$ cat config.mk
export PLATFORM = sky130hd
export DESIGN_NAME = heatmap_render
export DESIGN_NICKNAME = d
export VERILOG_FILES = /design/src/rtl/heatmap_render_pkg.sv /design/src/rtl/heatmap_palette.sv /design/src/rtl/heatmap_render.sv
export SDC_FILE = /design/constraint.sdc
export NUM_CORES = 2
export LEC_CHECK = 0
export CAP_MARGIN = 20
export CORE_AREA = 2 2 465 351
export CTS_BUF_LIST = sky130_fd_sc_hd__clkbuf_8 sky130_fd_sc_hd__clkbuf_16
export DETAILED_ROUTE_END_ITERATION = 10
export DIE_AREA = 0 0 467 353
export PLACE_DENSITY_LB_ADDON = 0.25
export SYNTH_ARGS = -nofsm -noshare
export SYNTH_HDL_FRONTEND = slang
export SYNTH_SLANG_ARGS = --single-unit
$ cat constraint.sdc
create_clock -name clk -period 6.4 [get_ports clk]
set_input_delay 0.64 -clock clk [delete_from_list [all_inputs] [get_ports clk]]
set_output_delay 0.64 -clock clk [all_outputs]
set_load 0.005 [all_outputs]
$ cat src/rtl/heatmap_render_pkg.sv
// Shared geometry, widths and palette mapping for the heatmap renderer.
// Optional grid-line overlay is enabled by defining HEATMAP_GRID_LINES_EN.
package heatmap_render_pkg;
    localparam int H_ACTIVE = 480;
    localparam int V_ACTIVE = 272;
    localparam int GRID_W   = 16;
    localparam int GRID_H   = 8;
    localparam int CELL_W   = H_ACTIVE / GRID_W;
    localparam int CELL_H   = V_ACTIVE / GRID_H;
    localparam int CELLS    = GRID_W * GRID_H;
    localparam int ADDR_W   = $clog2(CELLS);
    localparam int CX_W     = $clog2(GRID_W);
    localparam int CY_W     = $clog2(GRID_H);
    localparam int PX_W     = $clog2(CELL_W);
    localparam int PY_W     = $clog2(CELL_H);
    localparam int R_W      = 5;
    localparam int G_W      = 6;
    localparam int B_W      = 5;
    localparam int RGB_W    = R_W + G_W + B_W;
    localparam logic VS_POL_DEF = 1'b0;

    typedef struct packed {
        logic [R_W-1:0] r;
        logic [G_W-1:0] g;
        logic [B_W-1:0] b;
    } rgb565_t;

    // Blue -> green for the lower half of the range, green -> red for the upper half.
    function automatic rgb565_t palette_map(input logic [7:0] m);
        rgb565_t c;
        if (!m[7]) begin
            c.r = '0;
            c.g = m[6:1];
            c.b = ~m[6:2];
        end else begin
            c.r = m[6:2];
            c.g = ~m[6:1];
            c.b = '0;
        end
        return c;
    endfunction
endpackage

$ cat src/rtl/heatmap_palette.sv
// Registered magnitude -> RGB565 palette stage (1 cycle), with blanking and a white override.
module heatmap_palette
    import heatmap_render_pkg::*;
(
    input  logic             clk,
    input  logic             rst_n,
    input  logic             en_i,
    input  logic             white_i,
    input  logic [7:0]       m_i,
    output logic [RGB_W-1:0] rgb_o
);
    logic [RGB_W-1:0] rgb_q, rgb_d;

    always_comb begin
        rgb_d = '0;
        if (en_i) begin
            if (white_i) rgb_d = '1;
            else         rgb_d = palette_map(m_i);
        end
    end

    always_ff @(posedge clk or negedge rst_n) begin
        if (!rst_n) rgb_q <= '0;
        else        rgb_q <= rgb_d;
    end

    assign rgb_o = rgb_q;
endmodule

$ cat src/rtl/heatmap_render.sv
// Pixel-stage heatmap renderer: position tracking, double-buffered cell RAM, palette output.
// Define HEATMAP_GRID_LINES_EN to draw white lines on the first pixel/line of every cell.
module heatmap_render
    import heatmap_render_pkg::*;
#(
    parameter logic VS_POL = VS_POL_DEF
)(
    input  logic              clk,
    input  logic              rst_n,
    input  logic              hs_in,
    input  logic              vs_in,
    input  logic              de_in,
    input  logic              wr_en,
    input  logic [ADDR_W-1:0] wr_addr,
    input  logic [7:0]        wr_data,
    input  logic              swap_req,
    output logic              hs_out,
    output logic              vs_out,
    output logic              de_out,
    output logic [RGB_W-1:0]  rgb,
    output logic              front_bank,
    output logic              swap_done
);
    localparam logic [PX_W-1:0] PX_LAST = PX_W'(CELL_W - 1);
    localparam logic [PY_W-1:0] PY_LAST = PY_W'(CELL_H - 1);
    localparam logic [CX_W-1:0] CX_LAST = CX_W'(GRID_W - 1);
    localparam logic [CY_W-1:0] CY_LAST = CY_W'(GRID_H - 1);

    logic            vs_q, de_prev_q;
    logic [PX_W-1:0] px_q, px_d;
    logic [CX_W-1:0] cx_q, cx_d;
    logic [PY_W-1:0] py_q, py_d;
    logic [CY_W-1:0] cy_q, cy_d;
    logic            front_q, front_d, pending_q, pending_d, done_q, done_d;
    logic [1:0]      hs_dl_q, vs_dl_q, de_dl_q;
    logic [7:0]      rd_q;
    logic            fs, de_fall, wr_ok, white;
    logic [ADDR_W-1:0] rd_addr;

    assign fs      = (vs_q != VS_POL) && (vs_in == VS_POL);
    assign de_fall = de_prev_q && !de_in;
    assign rd_addr = {cy_q, cx_q};

    always_comb begin
        px_d = '0;
        cx_d = '0;
        if (de_in) begin
            cx_d = cx_q;
            if (px_q == PX_LAST) begin
                px_d = '0;
                if (cx_q != CX_LAST) cx_d = cx_q + 1'b1;
            end else begin
                px_d = px_q + 1'b1;
            end
        end

        py_d = py_q;
        cy_d = cy_q;
        if (fs) begin
            py_d = '0;
            cy_d = '0;
        end else if (de_fall) begin
            if (py_q == PY_LAST) begin
                py_d = '0;
                if (cy_q != CY_LAST) cy_d = cy_q + 1'b1;
            end else begin
                py_d = py_q + 1'b1;
            end
        end

        // A request arriving in the fs cycle itself is honoured immediately.
        front_d   = front_q;
        pending_d = pending_q;
        done_d    = 1'b0;
        if (fs && (pending_q || swap_req)) begin
            front_d   = ~front_q;
            pending_d = 1'b0;
            done_d    = 1'b1;
        end else if (swap_req) begin
            pending_d = 1'b1;
        end
    end

    always_ff @(posedge clk or negedge rst_n) begin
        if (!rst_n) begin
            vs_q      <= VS_POL;
            de_prev_q <= 1'b0;
            px_q      <= '0;
            cx_q      <= '0;
            py_q      <= '0;
            cy_q      <= '0;
            front_q   <= 1'b0;
            pending_q <= 1'b0;
            done_q    <= 1'b0;
            hs_dl_q   <= '0;
            vs_dl_q   <= '0;
            de_dl_q   <= '0;
        end else begin
            vs_q      <= vs_in;
            de_prev_q <= de_in;
            px_q      <= px_d;
            cx_q      <= cx_d;
            py_q      <= py_d;
            cy_q      <= cy_d;
            front_q   <= front_d;
            pending_q <= pending_d;
            done_q    <= done_d;
            hs_dl_q   <= {hs_dl_q[0], hs_in};
            vs_dl_q   <= {vs_dl_q[0], vs_in};
            de_dl_q   <= {de_dl_q[0], de_in};
        end
    end

    generate
        if (CELLS < (1 << ADDR_W)) begin : g_addr_chk
            assign wr_ok = (wr_addr < ADDR_W'(CELLS));
        end else begin : g_addr_full
            assign wr_ok = 1'b1;
        end
    endgenerate

    // Bank is the address MSB; writes always target the bank not on screen.
    logic [7:0] mem [0:2*CELLS-1];
    always_ff @(posedge clk) begin
        if (wr_en && wr_ok) mem[{~front_q, wr_addr}] <= wr_data;
        rd_q <= mem[{front_q, rd_addr}];
    end

`ifdef HEATMAP_GRID_LINES_EN
    logic grid_q;
    always_ff @(posedge clk or negedge rst_n) begin
        if (!rst_n) grid_q <= 1'b0;
        else        grid_q <= de_in && ((px_q == '0) || (py_q == '0));
    end
    assign white = grid_q;
`else
    assign white = 1'b0;
`endif

    heatmap_palette u_palette (
        .clk     (clk),
        .rst_n   (rst_n),
        .en_i    (de_dl_q[0]),
        .white_i (white),
        .m_i     (rd_q),
        .rgb_o   (rgb)
    );

    assign hs_out     = hs_dl_q[1];
    assign vs_out     = vs_dl_q[1];
    assign de_out     = de_dl_q[1];
    assign front_bank = front_q;
    assign swap_done  = done_q;
endmodule

# ---- Word level (Yosys, flattened, before mapping)
# Memories as Yosys holds them, arrays and structs flattened. A register that Yosys moved wholly into a read port is not among the register bits.
# Index checks and enable logic that the tools add are counted.
# Widths: inputs -> output; s select.
dict set report totals {
  ramBits 2048
  wordCells 58
  register_bits 45
  input_bits 22
  n_memories 1
}
dict set report op_classes {
  addsub 4
  eq_ne 6
  mux 19
  n_bitwise 4
  n_reduce_logical 11
}
# name depth word_bits rd rd_clocked_by_memory_dff write_ports line_no
set memory_table {}
lappend memory_table {mem 256 8 1 1 1 heatmap_render.sv:123} ;# logic [7:0] mem [0:2*CELLS-1];
# operator count
set ops {}
lappend ops {{$mux 16} 2}
lappend ops {{$mux 6} 3}
lappend ops {{$mux 3} 4}
lappend ops {{$mux 4} 3}
lappend ops {{$mux 5} 2}
lappend ops {{$reduce_bool 2->1} 4}
lappend ops {{$add 6x1->6 const B} 1}
lappend ops {{$eq 6x6->1 const B} 1}
lappend ops {{$not 6->6} 1}
lappend ops {{$add 5x1->5 const B} 1}
lappend ops {{$eq 5x5->1 const B} 1}
lappend ops {{$mux 1} 5}
lappend ops {{$not 5->5} 1}
lappend ops {{$add 4x1->4 const B} 1}
lappend ops {{$ne 2x1->1 const B} 2}
lappend ops {{$ne 4x4->1 const B} 1}
lappend ops {{$add 3x1->3 const B} 1}
lappend ops {{$logic_and 1x1->1} 3}
lappend ops {{$ne 3x3->1 const B} 1}
lappend ops {{$reduce_and 3->1} 1}
lappend ops {{$not 1->1} 2}
lappend ops {{$reduce_and 2->1} 1}
lappend ops {{$logic_not 1->1} 1}
lappend ops {{$logic_or 1x1->1} 1}

# ---- Longest topological paths before layout
dict set report logic_depth {
  word_depth 5
  depth_mapped 11
}

# ---- Cells and area by module
# A second synthesis with hierarchy kept.
dict set report unflattened {
  hier_cells 3855
  hier_area_um2 81144.1
}
# mod area_each_um2 instances cells_each
set by_module_without_submodules {}
lappend by_module_without_submodules {heatmap_render 80434.6 1 3802}
lappend by_module_without_submodules {heatmap_palette 709.4 1 53}

# ---- Worst setup path after synthesis
# Ideal clock, no wire load.
dict set report synth_path {
  path_kind {input -> register}
  startpoint {input wr_addr[0]}
  endpoint {memory mem[237][1], enable pin}
  path_stages 6
  t_required_ns 6.040
  path_slack_ns 3.995
  t_arrival_ns 2.045
  n_path_buf 3
  cell_sequence {clkbuf_1 > nor2b_1 > clkbuf_1 > nand4_1 > clkbuf_1 > nor2_1}
}
# element line_no
set synth_rtl {}
lappend synth_rtl {{from (decl)} heatmap_render.sv:14} ;# input logic [ADDR_W-1:0] wr_addr,
lappend synth_rtl {{to (decl)} heatmap_render.sv:123}
# Straight into the memory's write port.

==> results.md <==
- Global routing met3 resource utilization: ~4.5%
- Clock buffer depth: 3
- Post-Syn Nets: between 3,000 and 4,000
- Io pins: 43
- Status: completed
- First-pass DRT Iterations: 5
- Slew @ Worst Pin: 1.31 ns
- Critical Path AT: between 4 and 5 ns
- Via count: 35,264
- P&R area growth vs syn: 11.1%
- Total placed cells including tap cells: roughly 5,500
- Max_slew headroom: about an eighth
- Mean area per synthesized cell: 20.7 um2
- Setup ws final: between 2 and 2.5 ns
- Antenna violations before repair: 9
- Clk_lat worst skew: 0.81 ns
- CTS root buf: clkbuf_16
- YS warnings: 0
- Synth top area cells: edfxtp_1 (75%), mux4_2 (13%), nor2_1 (1.5%)
- Cts bufs inserted: 173
- IO buf count: 41
- Hold WS: approximately 0.20 ns
- DRC errors left: 0
- Async SR Flop Fraction: roughly 2.3%
- Share of the yosys chip area belonging to registers: approximately three quarters
- CTS H-Tree Depth: 4
- FF+latch count, synth: roughly 1,800
- Gates resized, CTS repair: 0
- Die area: roughly 160,000 um2
- Fin nets: around 3,600
- RSZ-0062 raised after global routing: no
- Total GRT Usage: 21.4%
- Post-DR wirelength/cell: approximately 30 um
- Setup bufs post-CTS: 0
- Starting density of the core: between 40% and 50%
- CP endpoint kind: flop
- Setup TNS: 0 ns
- Fin. max-slew vios: 0
- Die W: about 470 um
- Met1 Track Usage GR: 34.4%
- Post-route ant nets: 0
- Synth Instances: around 3,500
- Grt peak-use layer: met1
- TritonCTS Sinks: about 1,800
- Final WL: around 180 mm
- Final hold viol count: 0
- Vias in the first global route: 34,557
- First-pass GRT wire length: roughly 250 mm
- Proportion of layout cells with a drive suffix above 1: approximately a fifth
- Remaining global-route overflow: 0
- Post-synth top area share: between 70% and 80%
- Max Cap Viol: 0
- GPL Wtd Cong: roughly 0.8
- Pwr Density: roughly 330 nW/um2
- Total chip power: 0.0259 W
- Endpoints failing setup: 0
- Area leader, netlist: edfxtp_1
- Die outline height: ~350 um
- Largest net degree at the start of global routing: ~170
- FMAX: roughly 240 MHz
- Crit-path max FO: 75
- Setup slack after placement: around 2.1 ns
- Synth Cell Area: 71,700 um2
- CTS tree: done
- Core Area: ~160,000 um2
- Worst vdd ir: 0.299 mV
- Hold WC Path Type: primary input to asynchronous set/reset pin
- Fin cells: 5,827
- Final critical-path required period: 4.12 ns
- Site Rows: between 100 and 150
- Worst Path Required: 7.04 ns
- Static Leak: approximately 24 nW
- Fillers: between 10,000 and 15,000
- CP Launch Type: flop
- Post-synth EDFFs: 1,792
- Netlist cell types: 51
- Crit path kind: flop to flop
- Clock skew: around 0.019 ns
- Main synth FF type: edfxtp_1
- Worst-path clk slew: around 0.06 ns
- DP HPWL: roughly 110 mm
- Met2 GRT Util: between 20% and 30%
- Vias per cell: roughly 6.1
- Tcrit/Tclk final: between 60 and 70%
- 1st-iter DRT viols: between 4,000 and 5,000
cells in the final DEF (no fill, tap or decap), types with 37 or more instances in the layout:
master	n
edfxtp_1	1792
dfrtp_1	38
mux4_2	420
mux2i_1	102
clkbuf_16	179
nor2_1	288
inv_1	50
nand2_1	105
a21oi_1	52
buf_4	50
nand3_1	37
a22oi_1	73
clkinv_1	50
where the power goes:
part | leakage [nW] | internal (W) | switching (W)
clock network | 2.75 | 0.00540 | 0.00440
registers | 16.7 | 0.0133 | 0.000147
logic | 4.90 | 0.00100 | 0.00163
total | 24.4 | 0.0197 | 0.00618
registers in the layout, summed over array words and instances (netlist names):
register	cells
de_dl_q	2
rd_q	7
cx_q	4
mem	1792
front_bank	1
px_q	5
hs_dl_q	2
pending_q	1
swap_done	1
cy_q	3
u_palette.rgb_o	16
py_q	6
vs_dl_q	2
Yosys cell counts, types with 19 or more instances:
cell	n
nor4_1	19
a211oi_1	20
nor2b_1	25
o221ai_1	24
mux4_2	420
buf_6	21
buf_2	52
a21oi_1	52
a22oi_1	73
clkbuf_1	82
edfxtp_1	1792
nor2_1	289
o22ai_1	27
nor3_1	22
dfrtp_1	43
nand3_1	40
o21ai_0	21
and2_1	26
buf_4	35
nand2_1	105
mux2i_1	102
per-layer routing:
layer,vias up,wire [um],part of all wire (%)
li1,14510,-,-
met1,18918,79900,45
met2,1574,76600,43
met3,260,16300,9.2
met4,2,3340,1.9
met5,-,13,0.0074
worst paths after layout:
path                            cells past startpoint              endpoint            startpoint  slack (ns)
worst min register to register                      0  hs_dl_q[1]$_DFF_PN0_  hs_dl_q[0]$_DFF_PN0_        0.36
worst max-delay path                                5       rd_q[7]$_DFF_P_   cx_q[0]$_DFFE_PN0P_        2.28
worst min-delay path                                2     px_q[0]$_DFF_PN0_                 rst_n        0.20
min in group clk                                    1  hs_dl_q[0]$_DFF_PN0_                 hs_in        0.29
worst max register to register                      5       rd_q[7]$_DFF_P_   cx_q[0]$_DFFE_PN0P_        2.28
max in group asynchronous                           3   cx_q[3]$_DFFE_PN0P_                 rst_n        5.75
through the flow:
step	util (%)	instance area [um2]
after CTS	49.5	79600
after detailed placement	46.2	74300
final	49.5	79700
after global placement	46.2	74300
after global routing	49.5	79700
after floorplan	-	71700
area by class of cell:
class	instances	area (um2)	share of cell area [%]
clock buffer	179	4480	5.62
antenna	2	5.00	0.00628
clock inverter	133	838	1.05
multi-input combinational	1407	15500	19.4
timing repair buffer	105	1080	1.36
sequential	1842	55000	69.1
inverter	14	53.8	0.0675
tap	2145	2680	3.37
critical path, stage by stage, from the launching register on:
cell and delay (ns):
dfrtp_4 0.88, buf_12 0.51, mux4_2 0.61, mux4_2 0.55
a221oi_1 1.11, nor4_1 0.10
kinds of logic after synthesis:
kind of cell | count (synthesis) | synth area share [%]
buffers and inverters | 221 | 1.75
AOI/OAI and AO/OA | 281 | 2.77
and+or+nand+nor | 567 | 3.48
DFF | 1842 | 76.7
xor gates and xnor gates | 5 | 0.0610
adders and majority gates | 17 | 0.297
muxes | 537 | 14.9
timing repair:
item / CTS / global route
setup endpoints to repair: 0 / 0
endpoints found under the hold margin: 43 / 0
hold buffers: 1 / 0
(Power assumes the default switching activity.)
